<file path="config.mk">
export PLATFORM = sky130hd
export DESIGN_NAME = dffchk_lfsr
export DESIGN_NICKNAME = d
export VERILOG_FILES = /design/src/rtl/dffchk_pkg.sv /design/src/rtl/dffchk_lfsr.sv
export SDC_FILE = /design/constraint.sdc
export NUM_CORES = 1
export LEC_CHECK = 0
export ABC_CLOCK_PERIOD_IN_PS = 1000
export BUFFER_PORTS_ARGS = -buffer_cell sky130_fd_sc_hd__buf_2
export CAP_MARGIN = 20
export CORE_AREA = 2 2 39 41
export DETAILED_ROUTE_END_ITERATION = 12
export DIE_AREA = 0 0 41 43
export PLACE_DENSITY_LB_ADDON = 0.15
export SYNTH_ARGS = -nofsm -noshare
export SYNTH_HDL_FRONTEND = slang
export SYNTH_SLANG_ARGS = --single-unit
</file>
<file path="constraint.sdc">
create_clock -name clk -period 1 [get_ports clk]
set_input_delay 0.05 -clock clk [delete_from_list [all_inputs] [get_ports clk]]
set_output_delay 0.05 -clock clk [all_outputs]
set_load 0.005 [all_outputs]
</file>
<file path="src/rtl/dffchk_pkg.sv">
// Shared types and constants for the enable-DFF checker.
package dffchk_pkg;

  typedef enum logic [1:0] {
    IDLE  = 2'd0,
    RUN   = 2'd1,
    FLUSH = 2'd2,
    DONE  = 2'd3
  } state_t;

  localparam int LFSR_W = 8;

  // Feedback taps of the 8-bit Fibonacci LFSR: bits 7, 5, 4 and 3.
  localparam logic [LFSR_W-1:0] LFSR_TAPS = 8'b1011_1000;

  // Marker for "no mismatch seen yet" in the first-error index.
  localparam logic [7:0] NO_ERR = 8'hFF;

  // One LFSR step: shift left, feed the XOR of the tapped bits into bit 0.
  function automatic logic [LFSR_W-1:0] lfsr_step(input logic [LFSR_W-1:0] l);
    return {l[LFSR_W-2:0], ^(l & LFSR_TAPS)};
  endfunction

endpackage

</file>
<file path="src/rtl/dffchk_lfsr.sv">
// 8-bit Fibonacci LFSR with synchronous seed load and step enable.
module dffchk_lfsr
  import dffchk_pkg::*;
(
  input  logic              clk,
  input  logic              rst,
  input  logic              i_load,
  input  logic [LFSR_W-1:0] i_seed,
  input  logic              i_step,
  output logic [LFSR_W-1:0] o_state
);

  logic [LFSR_W-1:0] r_state;

  // Load takes priority over stepping; the reset value is any non-zero state.
  always_ff @(posedge clk or posedge rst) begin
    if (rst) begin
      r_state <= 8'h01;
    end else if (i_load) begin
      r_state <= i_seed;
    end else if (i_step) begin
      r_state <= lfsr_step(r_state);
    end else begin
      r_state <= r_state;
    end
  end

  assign o_state = r_state;

endmodule

</file>
==> impl_metrics.yaml, run 1 <==
status:
  outcome: "finished, final reports clean"
logic_synthesis:
  synth-adder-area-share: 0
  synthSimpleGateAreaFrac: 0.1003
  synth-seq-cells: 8
  synthCells: 39
  synth_top_family_by_area: "multiplexers"
  ys_warn_count: 0
  synth_cell_types: 14
  synthMuxAreaShare: 0.1755
  synth-compound-area-share: 0.1129
  seq_area_frac_synth: 0.5047
  syn-cell-area_um2: 399.1
  yosys.area_share.xor_xnor: 0.06583
  syn_nets: 51
  syn_avg_cell_area_um2: 10.23
placed_design:
  place_congestion: 0.6071
  placed_cells: 72
  port_buffers: 19
  place_ws_ns: 0.07450
cells_and_area:
  largest_register_ffs: 8
  nFillCells: 147
  drive_gt1_frac: 0.3710
  n_antenna_cell: 0
  stdcell_count: 78
  fin_nets: 75
  syn2layout_area_growth_pct: 37.30
  regArea_um2: 201.4
  multi_input_area_um2: 181.4
floorplanning:
  ioPinCount: 20
  die_h_um: 43
  die_w_um: 41
  num_rows: 14
  core_um2: 1384
  start_util: 0.2884
  dieArea_um2: 1763
power_and_ir_drop:
  ir_drop_mv: 0.6699
  cellPowerDensity_nw_per_um2: 1526
  power.leakage_uw: 0.0002851
  power_uw: 836.1
hold_path:
  hold_start: "i_seed[7]"
  hp-class: "input pin to flop"
route:
  met2_length_um: 372
  drt-pass1-iter-count: 3
  drt-met1-wl_um: 356
  ant_nets: 0
  drt_wl_total_um: 783
  drtIter0Drc: 3
  avgRoutedWirePerCell_um: 10.04
  num_vias: 335
  viasPerCell: 4.295
  wl_met3_um: 55
  highest_layer: "met3"
  drc: 0
critical_path:
  critical_path_class: "flop to primary output"
  crit_chain: "buf_2"
  cp.buffers_inverters: 1
  cp.required_ns: 0.95
  crit_path_end_kind: "primary output"
  path_max_fanout: 3
  startpoint: "o_state[0]$_DFFE_PP1P_"
  startpoint_type: "flop"
  critPathTopFamily: "flip-flops"
  arrival_ns: 0.89
  slowest_delay_ns: 0.53
  rr_startpoint: "o_state[5]$_DFFE_PP0P_"
  cpMaxStageDelayCell: "dfstp_2"
cts:
  clkSinkCount: 8
  clk_pin_slew_worst_paths_ns: 0.06
  cts_buffer_depth: 2
  cts_setup_buffers: 0
  cts_resized: 0
  clock_latency_ns: 0.25
  ctsHoldBuffers: 2
  clock-root-buffer: "clkbuf_4"
  cts_tree: "done"
  numCtsBuffers: 3
  htreeDepth: 1
job:
  maxCapViolCount: 0
timing:
  period_needed_ns: 0.9354
  finalMaxSlewViolations: 0
  finalHoldViolCount: 0
  slew_headroom: 0.7921
  fin_skew_ns: 0.0004275
  fmax_mhz: 1069
  setup_violations: 0
  finalCritPeriodShare: 0.9354
  tightest_slew_ns: 0.3115
  rsz0062_at_grt: "no"
  final.setup.worst_slack_ns: 0.06457
  fin_setup_tns_ns: 0
global_route:
  grt_util_all_layers: 0.1053
  grt_max_degree: 18
  grt_pass1_vias: 301
  antenna_found_initial: 0
  gr-total-overflow: 0
  grt_first_pass_wirelength_um: 1255
## report_power, final
part / leakage, uW / switching [uW] / internal [uW]
Combinational: 0.000174 / 75.2 / 94.6
Sequential: 0.0000957 / 31.7 / 366
Clock: 0.0000150 / 116 / 153
Total: 0.000285 / 223 / 613
## cells in the mapped netlist, drive strengths merged
| library cell | number | share of area |
|---|---|---|
| a21oi | 1 | 0.013 |
| buf | 2 | 0.031 |
| dfrtp | 7 | 0.44 |
| dfstp | 1 | 0.066 |
| inv | 1 | 0.0094 |
| mux2i | 7 | 0.18 |
| nand2 | 7 | 0.066 |
| nand2b | 1 | 0.016 |
| nor3b | 1 | 0.019 |
| o21ai | 8 | 0.10 |
| xnor2 | 1 | 0.022 |
| xor2 | 2 | 0.044 |
## layer usage
metal / track usage / vias to the layer above
met5: 0 / -
met4: 0.06000 / 0
met3: 0.03665 / 0
met2: 0.1469 / 10
met1: 0.1353 / 148
li1: - / 177
## kinds of logic (layout without fill, tap and decap cells)
logic type      after synthesis  after routing
mux                           7              7
buf+inv                       3             26
simple gates                  9              9
xor+xnor                      3              3
flops                         8              8
compound gates                9              9
## cell type report
cell class,count,share of cell area
multi-input cells,28,0.3310
inverters,1,0.006849
well taps,16,0.03653
flip-flops and latches,8,0.3676
clock buffers,4,0.04795
repair buffers,21,0.2100
## per-stage QoR
stage,hold WS [ns],area [um2],util
global route,0.003804,548.0,0.3960
finish,0.007388,548.0,0.3960
CTS,0.002043,548.0,0.3960
global placement,0.01951,501.7,0.3626
floorplan,-0.1351,399.1,-
detailed placement,0.01708,501.7,0.3626
## layout by cell type, fill, tap and decap left out
master	Yosys	routed
buf_2	1	19
mux2i_1	7	7
nand2_1	7	7
o21ai_0	7	7
dfrtp_1	7	7
clkbuf_4	0	3
xor2_1	2	2
dlygate4sd3_1	0	2
xnor2_1	1	1
nand2b_1	1	1
nor3b_1	1	1
a21oi_1	1	1
o21ai_1	1	1
inv_1	1	1
clkbuf_1	0	1
dfstp_2	1	1
## final timing paths
check                                    endpoint  slack, ns  depth (start not counted)
setup / recovery                       o_state[0]       0.06                          1
hold / removal             o_state[7]$_DFFE_PP0P_      0.007                          3
setup reg to reg           o_state[0]$_DFFE_PP1P_       0.07                          3
hold reg to reg            o_state[6]$_DFFE_PP0P_       0.59                          2
max in group asynchronous  o_state[0]$_DFFE_PP1P_       0.43                          3
min in group asynchronous  o_state[6]$_DFFE_PP0P_       0.29                          3
(Power assumes the default switching activity.)
==> run 2, diff against run 1 <==
--- a/config.mk
+++ b/config.mk
@@ -6,12 +6,13 @@
 export NUM_CORES = 1
 export LEC_CHECK = 0
 export ABC_CLOCK_PERIOD_IN_PS = 1000
-export BUFFER_PORTS_ARGS = -buffer_cell sky130_fd_sc_hd__buf_2
+export BUFFER_PORTS_ARGS = -buffer_cell sky130_fd_sc_hd__buf_4
 export CAP_MARGIN = 20
 export CORE_AREA = 2 2 39 41
 export DETAILED_ROUTE_END_ITERATION = 12
 export DIE_AREA = 0 0 41 43
 export PLACE_DENSITY_LB_ADDON = 0.15
+export SKIP_CTS_REPAIR_TIMING = 1
 export SYNTH_ARGS = -nofsm -noshare
 export SYNTH_HDL_FRONTEND = slang
 export SYNTH_SLANG_ARGS = --single-unit
==> run 2 against run 1 <==
  * The flow now finishes with violations (hold timing)
  * Final cell count stayed put
  * Combinational power up 19%
  * Design area is 8.7% higher
  * Register-to-register slack about the same
  * Global-route usage is 0.53 points higher
  * Setup slack is essentially flat
  * Critical path depth stayed put
  * Critical path type unchanged
  * Highest routed layer unchanged
==> impl_metrics.yaml, run 2 (synthesis results as in run 1) <==
timing:
  period_needed_ns: 0.9351
  hold_ws_ns: -0.002192
  finalHoldViolCount: 1
  fmax_mhz: 1069
  tightest_slew_ns: 0.3129
  setup_violations: 0
  rsz0062_at_grt: "no"
  final.setup.worst_slack_ns: 0.06490
  fin_setup_tns_ns: 0
  slew_headroom: 0.7912
  finalCritPeriodShare: 0.9351
  fin_skew_ns: 0.006096
  finalMaxSlewViolations: 0
cells_and_area:
  nFillCells: 141
  regArea_um2: 201.4
  fin_nets: 75
  final_common_cell: "buf_4"
  largest_register_ffs: 8
  n_antenna_cell: 0
  final_cell_mix: "buf_4, mux2i_1, nand2_1, o21ai_0, dfrtp_1"
  stdcell_count: 78
  stdcell_area_um2: 595.6
  multi_input_area_um2: 181.4
  syn2layout_area_growth_pct: 49.22
  drive_gt1_frac: 0.3710
placed_design:
  place_congestion: 0.6844
  placed_area_um2: 549.3
  place_ws_ns: 0.07055
  port_buffers: 19
  placed_cells: 72
power_and_ir_drop:
  ir_drop_mv: 0.6895
  cellPowerDensity_nw_per_um2: 1460
  power.leakage_uw: 0.0003000
global_route:
  grt_pass1_vias: 285
  grt_util_all_layers: 0.1105
  gr-total-overflow: 0
  grt_max_degree: 18
  grt_first_pass_wirelength_um: 1228
  antenna_found_initial: 0
route:
  drc: 0
  drt_wl_total_um: 815
  viasPerCell: 4.410
  avgRoutedWirePerCell_um: 10.45
  num_vias: 344
  drt-pass1-iter-count: 2
  ant_nets: 0
  drtIter0Drc: 2
cts:
  clkSinkCount: 8
  clk_pin_slew_worst_paths_ns: 0.06
  clock_latency_ns: 0.25
  numCtsBuffers: 3
  cts_tree: "done"
  cts_buffer_depth: 2
  clock-root-buffer: "clkbuf_4"
  htreeDepth: 1
floorplanning:
  num_rows: 14
  start_util: 0.2884
  core_um2: 1384
  dieArea_um2: 1763
  die_h_um: 43
  ioPinCount: 20
  die_w_um: 41
critical_path:
  path_max_fanout: 3
  critical_path_class: "flop to primary output"
  startpoint_type: "flop"
  cp.required_ns: 0.95
  crit_path_end_kind: "primary output"
  arrival_ns: 0.89
  cp.buffers_inverters: 1
  crit_chain: "buf_4"
  critPathTopFamily: "flip-flops"
  slowest_delay_ns: 0.53
  cpMaxStageDelayCell: "dfstp_2"
hold_path:
  hp-class: "input pin to flop"
job:
  maxCapViolCount: 0
status:
  outcome: "complete, but fails checks"
  violations: "hold timing"
-- run 2: cell count changes in the layout (fill, tap and decap cells not counted) --
cell | before | now
buf_2 | 19 | 0
buf_4 | 0 | 19
-- run 2: where the power goes --
group / switching (uW) / internal (uW) / total (uW)
Sequential: 34.0 / 366 / 400
Clock: 114 / 153 / 267
Combinational: 77.4 / 126 / 203
-- run 2: final timing paths --
path | startpoint | end | slack, ns | cells after the start
setup / recovery | o_state[0]$_DFFE_PP1P_ | o_state[0] | 0.06 | 1
hold reg to reg | o_state[2]$_DFFE_PP0P_ | o_state[3]$_DFFE_PP0P_ | 0.61 | 2
min in group asynchronous | rst | o_state[7]$_DFFE_PP0P_ | 0.30 | 3
max in group asynchronous | rst | o_state[0]$_DFFE_PP1P_ | 0.41 | 3
setup reg to reg | o_state[5]$_DFFE_PP0P_ | o_state[0]$_DFFE_PP1P_ | 0.07 | 3
hold / removal | i_seed[6] | o_state[6]$_DFFE_PP0P_ | -0.002 | 3
-- run 2: through the flow --
stage               total power [uW]  utilization  hold slack (ns)
floorplan                      498.9            -          -0.1351
global placement               605.2       0.3969          0.02433
detailed placement             607.4       0.3969          0.02860
CTS                            885.4       0.4159          -0.2496
global route                   943.4       0.4304         0.004509
finish                         869.8       0.4304        -0.002192
-- run 2: layout make-up --
type / instances / area share
Sequential cell: 8 / 0.3382
Multi-Input combinational cell: 28 / 0.3046
Timing Repair Buffer: 21 / 0.2731
Clock buffer: 4 / 0.04412
Tap cell: 16 / 0.03361
Inverter: 1 / 0.006303
-- run 2: layer usage --
| layer | track usage | part of all wire | up-vias |
|---|---|---|---|
| met5 | 0 | 0 | - |
| met4 | 0.08000 | 0 | 0 |
| met3 | 0.04712 | 0.065 | 0 |
| met2 | 0.1500 | 0.53 | 10 |
| met1 | 0.1329 | 0.40 | 155 |
| li1 | - | - | 179 |
